$ cat src/rtl/dds_sweep_if.sv
// Command/configuration and status bundle between a sweep controller and its host.
// The host drives the command side; the controller drives the frequency word and status.
interface dds_sweep_if #(
    parameter int W  = 10,
    parameter int DW = 16
);
    logic          sample_pulse;
    logic          start;
    logic          stop;
    logic [1:0]    mode;
    logic [W-1:0]  f_a;
    logic [W-1:0]  f_b;
    logic [W-1:0]  step;
    logic [DW-1:0] dwell;

    logic [W-1:0]  phase_inc;
    logic          busy;
    logic          done;
    logic [1:0]    state;

    modport master (
        output sample_pulse, start, stop, mode, f_a, f_b, step, dwell,
        input  phase_inc, busy, done, state
    );

    modport slave (
        input  sample_pulse, start, stop, mode, f_a, f_b, step, dwell,
        output phase_inc, busy, done, state
    );
endinterface

$ cat src/rtl/dds_sweep_ctrl.sv
// Frequency-sweep sequencer for a DDS phase accumulator: steps phase_inc between two
// latched endpoints every 'dwell' sample strobes, in single, triangle or sawtooth mode.
module dds_sweep_ctrl #(
    parameter int W  = 10,
    parameter int DW = 16
) (
    input  logic       CLOCK_50,
    input  logic       RESET,
    dds_sweep_if.slave bus
);
    typedef enum logic [1:0] {
        IDLE = 2'b00,
        UP   = 2'b01,
        DOWN = 2'b10,
        HOLD = 2'b11
    } state_t;

    localparam logic [1:0]    M_SUP = 2'b00;
    localparam logic [1:0]    M_SDN = 2'b01;
    localparam logic [1:0]    M_TRI = 2'b10;
    localparam logic [1:0]    M_SAW = 2'b11;
    localparam logic [DW-1:0] ONE   = DW'(1);

    state_t        state_q, state_d;
    logic [W-1:0]  phase_q, phase_d;
    logic [W-1:0]  lo_q, lo_d;
    logic [W-1:0]  hi_q, hi_d;
    logic [W-1:0]  step_q, step_d;
    logic [1:0]    mode_q, mode_d;
    logic [DW-1:0] dwell_q, dwell_d;
    logic [DW-1:0] cnt_q, cnt_d;
    logic          done_q, done_d;

    logic [W-1:0]        in_lo, in_hi;
    logic                active, fire;
    logic [W:0]          up_sum;
    logic signed [W:0]   dn_diff;
    logic                up_at_hi, dn_at_lo, single_mode;

    assign in_lo = (bus.f_a < bus.f_b) ? bus.f_a : bus.f_b;
    assign in_hi = (bus.f_a < bus.f_b) ? bus.f_b : bus.f_a;

    assign active = (state_q == UP) || (state_q == DOWN);
    assign fire   = active && bus.sample_pulse && (cnt_q == dwell_q - ONE);

    // One extra bit on both sides so the endpoint compare sees overshoot instead of a wrap.
    assign up_sum   = {1'b0, phase_q} + {1'b0, step_q};
    assign dn_diff  = $signed({1'b0, phase_q}) - $signed({1'b0, step_q});
    assign up_at_hi = up_sum >= {1'b0, hi_q};
    assign dn_at_lo = dn_diff <= $signed({1'b0, lo_q});

    assign single_mode = (mode_q == M_SUP) || (mode_q == M_SDN);

    always_ff @(posedge CLOCK_50 or posedge RESET) begin
        if (RESET) begin
            state_q <= IDLE;
            phase_q <= '0;
            lo_q    <= '0;
            hi_q    <= '0;
            step_q  <= '0;
            mode_q  <= '0;
            dwell_q <= '0;
            cnt_q   <= '0;
            done_q  <= 1'b0;
        end else begin
            state_q <= state_d;
            phase_q <= phase_d;
            lo_q    <= lo_d;
            hi_q    <= hi_d;
            step_q  <= step_d;
            mode_q  <= mode_d;
            dwell_q <= dwell_d;
            cnt_q   <= cnt_d;
            done_q  <= done_d;
        end
    end

    always_comb begin
        state_d = state_q;
        phase_d = phase_q;
        lo_d    = lo_q;
        hi_d    = hi_q;
        step_d  = step_q;
        mode_d  = mode_q;
        dwell_d = dwell_q;
        cnt_d   = cnt_q;
        done_d  = 1'b0;

        if (bus.stop) begin
            // In IDLE these values already hold, so a stop there changes nothing.
            state_d = IDLE;
            phase_d = '0;
            cnt_d   = '0;
        end else if (bus.start && (state_q == IDLE || state_q == HOLD)) begin
            lo_d    = in_lo;
            hi_d    = in_hi;
            step_d  = bus.step;
            mode_d  = bus.mode;
            dwell_d = (bus.dwell == '0) ? ONE : bus.dwell;
            cnt_d   = '0;
            if (bus.step == '0 || in_lo == in_hi) begin
                state_d = HOLD;
                phase_d = in_lo;
                done_d  = 1'b1;
            end else if (bus.mode == M_SDN) begin
                state_d = DOWN;
                phase_d = in_hi;
            end else begin
                state_d = UP;
                phase_d = in_lo;
            end
        end else if (active && bus.sample_pulse) begin
            if (!fire) begin
                cnt_d = cnt_q + ONE;
            end else begin
                cnt_d = '0;
                if (state_q == UP) begin
                    if (mode_q == M_SAW && phase_q == hi_q) begin
                        phase_d = lo_q;
                    end else if (up_at_hi) begin
                        phase_d = hi_q;
                        if (single_mode) begin
                            state_d = HOLD;
                            done_d  = 1'b1;
                        end else if (mode_q == M_TRI) begin
                            state_d = DOWN;
                        end
                    end else begin
                        phase_d = up_sum[W-1:0];
                    end
                end else begin
                    if (dn_at_lo) begin
                        phase_d = lo_q;
                        if (single_mode) begin
                            state_d = HOLD;
                            done_d  = 1'b1;
                        end else begin
                            state_d = UP;
                        end
                    end else begin
                        phase_d = dn_diff[W-1:0];
                    end
                end
            end
        end
    end

    assign bus.phase_inc = phase_q;
    assign bus.state     = state_q;
    assign bus.busy      = active;
    assign bus.done      = done_q;
endmodule

$ cat src/flat_wrapper.sv
// flat-port wrapper written by rule: the top's interface ports become plain ports
module dds_sweep_ctrl_flat 
#(
    parameter int W  = 10,
    parameter int DW = 16
)
  (CLOCK_50, RESET, bus_sample_pulse, bus_start, bus_stop, bus_mode, bus_f_a, bus_f_b, bus_step, bus_dwell, bus_phase_inc, bus_busy, bus_done, bus_state);
  dds_sweep_if #(.W(W), .DW(DW)) bus_i ();
  input  logic CLOCK_50;
  input  logic RESET;
  input wire logic [$bits(bus_i.sample_pulse)-1:0] bus_sample_pulse;
  input wire logic [$bits(bus_i.start)-1:0] bus_start;
  input wire logic [$bits(bus_i.stop)-1:0] bus_stop;
  input wire logic [$bits(bus_i.mode)-1:0] bus_mode;
  input wire logic [$bits(bus_i.f_a)-1:0] bus_f_a;
  input wire logic [$bits(bus_i.f_b)-1:0] bus_f_b;
  input wire logic [$bits(bus_i.step)-1:0] bus_step;
  input wire logic [$bits(bus_i.dwell)-1:0] bus_dwell;
  output wire logic [$bits(bus_i.phase_inc)-1:0] bus_phase_inc;
  output wire logic [$bits(bus_i.busy)-1:0] bus_busy;
  output wire logic [$bits(bus_i.done)-1:0] bus_done;
  output wire logic [$bits(bus_i.state)-1:0] bus_state;
  assign bus_i.sample_pulse = bus_sample_pulse;
  assign bus_i.start = bus_start;
  assign bus_i.stop = bus_stop;
  assign bus_i.mode = bus_mode;
  assign bus_i.f_a = bus_f_a;
  assign bus_i.f_b = bus_f_b;
  assign bus_i.step = bus_step;
  assign bus_i.dwell = bus_dwell;
  assign bus_phase_inc = bus_i.phase_inc;
  assign bus_busy = bus_i.busy;
  assign bus_done = bus_i.done;
  assign bus_state = bus_i.state;
  dds_sweep_ctrl #(.W(W), .DW(DW)) u_core (.CLOCK_50(CLOCK_50), .RESET(RESET), .bus(bus_i));
endmodule
$ cat config.mk
export PLATFORM = sky130hd
export DESIGN_NAME = dds_sweep_ctrl_flat
export DESIGN_NICKNAME = d
export VERILOG_FILES = /design/src/rtl/dds_sweep_if.sv /design/src/rtl/dds_sweep_ctrl.sv /design/src/flat_wrapper.sv
export SDC_FILE = /design/constraint.sdc
export NUM_CORES = 1
export LEC_CHECK = 0
export BUFFER_PORTS_ARGS = -buffer_cell sky130_fd_sc_hd__buf_2
export CORE_ASPECT_RATIO = 0.6
export CORE_MARGIN = 5
export CORE_UTILIZATION = 30
export DETAILED_ROUTE_END_ITERATION = 8
export PLACE_DENSITY = 0.47
export SLEW_MARGIN = 5
export SYNTH_ARGS = -nofsm -noshare
export SYNTH_HDL_FRONTEND = slang
export SYNTH_SLANG_ARGS = --single-unit
$ cat constraint.sdc
create_clock -name CLOCK_50 -period 4.21 [get_ports CLOCK_50]
set_input_delay 0.2105 -clock CLOCK_50 [delete_from_list [all_inputs] [get_ports CLOCK_50]]
set_output_delay 0.2105 -clock CLOCK_50 [all_outputs]
set_load 0.02 [all_outputs]
==> results of run 1 <==
-- power by group --
part	internal, mW	leakage (nW)	switching [mW]
logic	2.11	2.48	2.48
clock network	0.538	0.154	0.324
registers	1.02	0.968	0.390
-- metrics by stage --
| stage | TNS [ns] | cell area [um2] | power [mW] | cells |
|---|---|---|---|---|
| global route | -0.1619 | 7868 | 7.441 | 1108 |
| CTS | 0 | 7615 | 6.305 | 1095 |
| floorplan | 0 | 6485 | 4.042 | 723 |
| global placement | -0.07897 | 7284 | 5.419 | 1079 |
| finish | 0 | 7868 | 6.851 | 1108 |
| detailed placement | -0.6191 | 7284 | 5.378 | 1079 |
-- final cells by class --
class | count | share of cell area
Timing Repair Buffer | 121 | 0.09701
Inverter | 62 | 0.02974
Sequential cell | 77 | 0.2452
Multi-Input combinational cell | 553 | 0.5431
Clock inverter | 3 | 0.008747
Clock buffer | 13 | 0.03181
Tap cell | 279 | 0.04437
-- layer usage --
layer  part of all wire  vias up  global-route usage
met5                  0        -                   0
met4              0.011        0             0.03478
met3              0.067       14             0.04190
met2               0.32      165              0.1811
met1               0.60     2550              0.3036
li1                   -     2783                   -
-- cells by family (layout without fill, tap and decap cells) --
kind of cell             Yosys count  count (layout)  share of synthesized area
adder cells (fa/ha/maj)           56              56                     0.1104
multiplexers                      55              55                    0.09357
AO/OA/AOI/OAI                    155             155                     0.1667
AND/OR/NAND/NOR                  228             229                     0.1850
flip-flops                        77              77                     0.2971
XOR/XNOR                          58              58                    0.07949
buffers and inverters             94             199                    0.06772
-- timing repair --
item | 4_1_cts | 5_1_grt
pin swaps | 0 | 24
gates cloned | 0 | 1
hold buffers | 0 | 0
endpoints found under the setup margin | 8 | 13
buffers inserted | 0 | 12
resized for setup | 3 | 34
-- synthesized netlist by cell type (19+ instances only) --
cell type	count
dfrtp_1	77
nor2_1	65
inv_1	62
ha_1	54
nand2_1	45
o21ai_0	38
a21oi_1	34
mux2_2	32
xor2_1	29
xnor2_1	28
nand3_1	25
nor3_1	24
mux2i_1	19
-- registers in the layout, indices dropped and copies added (netlist names) --
name	count
u_core.cnt_q	16
u_core.dwell_q	16
u_core.bus.phase_inc	10
u_core.hi_q	10
u_core.lo_q	10
u_core.step_q	10
u_core.bus.state	2
u_core.mode_q	2
u_core.bus.done	1
-- final timing paths --
check,start,end,slack (ns),depth (start not counted)
worst max-delay path,u_core.step_q[1]$_DFFE_PP0P_,u_core.bus.state[1]$_DFFE_PP0P_,0.09,17
worst min-delay path,RESET,u_core.lo_q[0]$_DFFE_PP0P_,-0.01,2
worst max register to register,u_core.step_q[1]$_DFFE_PP0P_,u_core.bus.state[1]$_DFFE_PP0P_,0.09,17
worst min register to register,u_core.lo_q[5]$_DFFE_PP0P_,u_core.lo_q[5]$_DFFE_PP0P_,0.48,2
max in group asynchronous,RESET,u_core.bus.phase_inc[1]$_DFFE_PP0P_,3.21,3
min in group CLOCK_50,bus_dwell[11],u_core.dwell_q[11]$_DFFE_PP0P_,0.11,2
==> results.yml, run 1 <==
setup_path:
  cp_max_fo: 4
  cp-end-kind: "register"
  worst-setup-path-type: "reg -> reg"
  crit_path_frequent_cell: "buf_4"
  cpPeakStageDelay_ns: 0.56
  arrival_ns: 4.37
  cp_data_required_time_ns: 4.46
  cp-start-kind: "register"
  critPathTopFamily: "compound AO/OA/AOI/OAI gates"
  critPathSlowestCell: "a21boi_0"
  path_cells: "inv_2 > ha_4 > nor2b_1 > o31a_1 > o31ai_4 > a21boi_0 > ha_1 > nand3_1 > or2_1 > a21o_1 > a221oi_4 > buf_4 > nand3_2 > buf_4 > a41oi_2 > nor2_1 > o31ai_1"
  crit_buf_inv: 3
global_route:
  grt_start_max_net_pins: 44
  grt_usage: 0.1687
  overflow: 0
  antenna_found_initial: 0
  grt_pass1_vias: 5229
  grt_pass1_wl_mm: 31.60
placement:
  gp_congestion: 0.8581
  place_ws_ns: -0.1150
  dpl.hpwl_mm: 16.22
  io_buffers: 66
sta:
  tightest_slew_ns: 0.9618
  holdWs_ns: -0.01294
  skew_ns: 0.01033
  fin_crit_ns: 4.120
  setup_viol: 0
  finalHoldViolations: 11
  fin_crit_sh: 0.9786
  maxSlewHeadroom: 0.3558
  setup_slack_ns: 0.09010
  drv_slew: 0
  fmax_mhz: 242.7
finish:
  regArea_um2: 1929
  multiInputGateArea_um2: 4273
  final_common_cell: "dfrtp_1"
  syn_to_final_growth_pct: 21.32
  layout.nets: 933
  drive_gt1_frac: 0.2654
  diodes: 0
  post-route-util: 0.3722
  fillers: 2199
  layout_common_cells: "dfrtp_1, buf_2, nor2_1, inv_1, buf_4"
yosys:
  syn-instance-count: 723
  synthArstFlopShare: 1.000
  synth-main-ff-cell: "dfrtp_1"
  synth.top_cell.area_share: 0.2971
  yosysWarnings: 0
  syn_avg_cell_area_um2: 8.970
  synth_seq_cells: 77
  synth.area.top_cells: "dfrtp_1, ha_1, mux2_2"
  syn_nets: 832
  synth_edf_count: 0
  ys_seq_area_frac: 0.2971
  ys_types: 82
  yosys.area.top_type: "dfrtp_1"
  syn_area_um2: 6485
clock_tree:
  cts_sinks: 77
  h-tree-depth: 3
  clkSlewWorstSetupHoldPaths_ns: 0.06
  cts_inserted_buffers: 9
  clock_path_buffers: 2
  cts_root_buf: "clkbuf_16"
  cts_tree: "built"
  clock_latency_ns: 0.35
die:
  die_h_um: 123.9
  fp.dieW_um: 199.8
  die-area_um2: 24750
  initial_core_util: 0.3068
  core_region_area_um2: 21140
  num_rows: 41
  ios: 67
route:
  viasPerCell: 4.975
  routed_wl_mm: 20.47
  post_drt_wl_per_cell_um: 18.48
  drc_errors: 0
  vias: 5512
  ant_nets: 0
  drt_iter0_drc: 438
  drt_pass1_iterations: 4
min_path:
  min_path_type: "in -> async"
flow_run:
  cap_violations: 0
pwr:
  ir_drop_v: 0.0003086
  power.density_nw_per_um2: 870.8
  p_leak_nw: 3.602
run_status:
  outcome: "complete, but fails checks"
  violations: "negative hold slack"
No activity file was read; power rests on OpenSTA's default activity.
==> inputs of run 2 (changes only) <==
--- a/config.mk
+++ b/config.mk
@@ -5,12 +5,12 @@
 export SDC_FILE = /design/constraint.sdc
 export NUM_CORES = 1
 export LEC_CHECK = 0
-export BUFFER_PORTS_ARGS = -buffer_cell sky130_fd_sc_hd__buf_2
+export BUFFER_PORTS_ARGS = -buffer_cell sky130_fd_sc_hd__buf_4
 export CORE_ASPECT_RATIO = 0.6
 export CORE_MARGIN = 5
-export CORE_UTILIZATION = 30
+export CORE_UTILIZATION = 35
 export DETAILED_ROUTE_END_ITERATION = 8
-export PLACE_DENSITY = 0.47
+export PLACE_DENSITY = 0.53
 export SLEW_MARGIN = 5
 export SYNTH_ARGS = -nofsm -noshare
 export SYNTH_HDL_FRONTEND = slang
==> results.yml, run 2 (synthesized netlist as in run 1, its figures left out) <==
run_status:
  outcome: "completed"
pwr:
  power.density_nw_per_um2: 889.6
  p_leak_nw: 3.662
  ir_drop_v: 0.0003240
  total_power_mw: 7.129
clock_tree:
  cts_sinks: 77
  cts_tree: "built"
  clkSlewWorstSetupHoldPaths_ns: 0.06
  clock_latency_ns: 0.35
  cts_root_buf: "clkbuf_16"
  clock_path_buffers: 2
  h-tree-depth: 3
  cts_inserted_buffers: 9
  cts_hold_buf: 0
sta:
  finalHoldViolations: 0
  tightest_slew_ns: 0.9920
  maxSlewHeadroom: 0.3356
  fin_crit_ns: 4.100
  drv_slew: 0
  fmax_mhz: 243.9
  tns_ns: 0
  fin_crit_sh: 0.9740
  skew_ns: 0.009594
  setup_viol: 0
setup_path:
  crit_path_frequent_cell: "buf_4"
  arrival_ns: 4.34
  critPathSlowestCell: "dfrtp_1"
  worst-setup-path-type: "reg -> reg"
  critPathLaunch: "u_core.bus.phase_inc[0]$_DFFE_PP0P_"
  path_cells: "buf_4 > ha_1 > inv_1 > fa_2 > or2_4 > a221oi_4 > buf_4 > o21ai_2 > xnor2_2 > ha_1 > buf_4 > o211ai_1 > buf_4 > o2111ai_4 > buf_6 > nor2_1 > a211oi_1 > o31a_1 > mux2_2"
  cp_data_required_time_ns: 4.44
  cp-end-kind: "register"
  cp_max_fo: 6
  cp-start-kind: "register"
  r2r_start: "u_core.bus.phase_inc[0]$_DFFE_PP0P_"
  cpPeakStageDelay_ns: 0.37
finish:
  layout.nets: 934
  syn_to_final_growth_pct: 23.58
  fin_cells: 1070
  reg.largest.list: "u_core.cnt_q x16, u_core.dwell_q x16"
  layout_common_cells: "buf_4, dfrtp_1, nor2_1, inv_1, ha_1"
  diodes: 0
  fillers: 1796
  final_common_cell: "buf_4"
  regArea_um2: 1927
  multiInputGateArea_um2: 4273
  drive_gt1_frac: 0.2602
route:
  post_drt_wl_per_cell_um: 19.26
  drt_iter0_drc: 419
  drt_pass1_iterations: 5
  vias: 5797
  ant_nets: 0
  viasPerCell: 5.418
  routed_wl_mm: 20.61
  drc_errors: 0
die:
  fp.dieW_um: 185.7
  initial_core_util: 0.3580
  num_rows: 38
  die_h_um: 115.4
  die-area_um2: 21440
  core_region_area_um2: 18110
  ios: 67
placement:
  io_buffers: 66
  dpl.hpwl_mm: 15.84
  gp_congestion: 0.9451
  placedCellCount: 1037
global_route:
  grt_usage: 0.1893
  grt_pass1_wl_mm: 31.17
  grt_pass1_vias: 5470
  antenna_found_initial: 0
  overflow: 0
  grt_start_max_net_pins: 49
min_path:
  min_path_type: "in -> async"
flow_run:
  cap_violations: 0
==> run 2: cell types whose count changed in the layout (fill, tap and decap cells not counted), moves of 2 or more <==
cell | previous run | this run
clkbuf_8 | 1 | 3
clkbuf_1 | 3 | 1
buf_2 | 66 | 0
ha_2 | 2 | 0
dfrtp_2 | 2 | 0
buf_4 | 52 | 118
dfrtp_1 | 75 | 77
ha_1 | 51 | 53
==> run 2: path summary, 6_finish.rpt <==
| path | endpoint | slack, ns | cells past startpoint |
|---|---|---|---|
| max in group asynchronous | u_core.step_q[7]$_DFFE_PP0P_ | 3.23 | 3 |
| min | u_core.bus.done$_DFF_PP0_ | 0.03 | 2 |
| max | u_core.bus.phase_inc[5]$_DFFE_PP0P_ | 0.11 | 19 |
| max reg2reg | u_core.bus.phase_inc[5]$_DFFE_PP0P_ | 0.11 | 19 |
| min in group CLOCK_50 | u_core.step_q[3]$_DFFE_PP0P_ | 0.10 | 2 |
| min reg2reg | u_core.lo_q[3]$_DFFE_PP0P_ | 0.48 | 2 |
==> run 2: stage by stage <==
| step | hold slack (ns) | util | area, um2 | setup WS [ns] |
|---|---|---|---|---|
| global route | 0.09469 | 0.4424 | 8014 | -0.03313 |
| floorplan | 0.3611 | - | 6485 | 0.07632 |
| finish | 0.03234 | 0.4424 | 8014 | 0.1095 |
| CTS | 0.06016 | 0.4285 | 7762 | 0.005230 |
| detailed placement | 0.4268 | 0.4073 | 7378 | -0.1399 |
| global placement | 0.4284 | 0.4073 | 7378 | -0.01039 |
==> run 2: layer usage <==
| metal | GRT usage | up-vias | share of wire |
|---|---|---|---|
| met2 | 0.2350 | 213 | 0.36 |
| met3 | 0.05960 | 9 | 0.086 |
| li1 | - | 2788 | - |
| met4 | 0.02329 | 0 | 0.0059 |
| met5 | 0 | - | 0 |
| met1 | 0.3159 | 2787 | 0.55 |
==> run 2: layout make-up <==
| type | instances | area share |
|---|---|---|
| clock buffer | 13 | 0.03372 |
| clock inverter | 3 | 0.01124 |
| inverter | 62 | 0.02920 |
| multi-input combinational | 554 | 0.5332 |
| sequential | 77 | 0.2404 |
| tap | 240 | 0.03747 |
| timing repair buffer | 121 | 0.1148 |
==> run 2: worst max-delay path: cells and delay by family, from the launching register on <==
family | cells | cell delay (ns)
AO/OA/AOI/OAI | 6 | 1.03
buffers and inverters | 6 | 0.89
flip-flops | 1 | 0.37
adder cells (fa/ha/maj) | 3 | 0.80
multiplexers | 1 | 0.26
AND/OR/NAND/NOR | 2 | 0.38
XOR/XNOR | 1 | 0.23
==> run 2: what timing repair did <==
action | CTS | global route
buffers inserted | 1 | 14
resized for setup | 3 | 28
pin swaps | 0 | 20
cloned | 0 | 2
setup endpoints to repair | 10 | 13
==> run 2: power breakdown <==
part	leakage (nW)	switching, mW	internal [mW]
sequential	0.970	0.415	1.01
clock	0.176	0.321	0.628
combinational	2.52	2.54	2.21
total	3.66	3.28	3.85
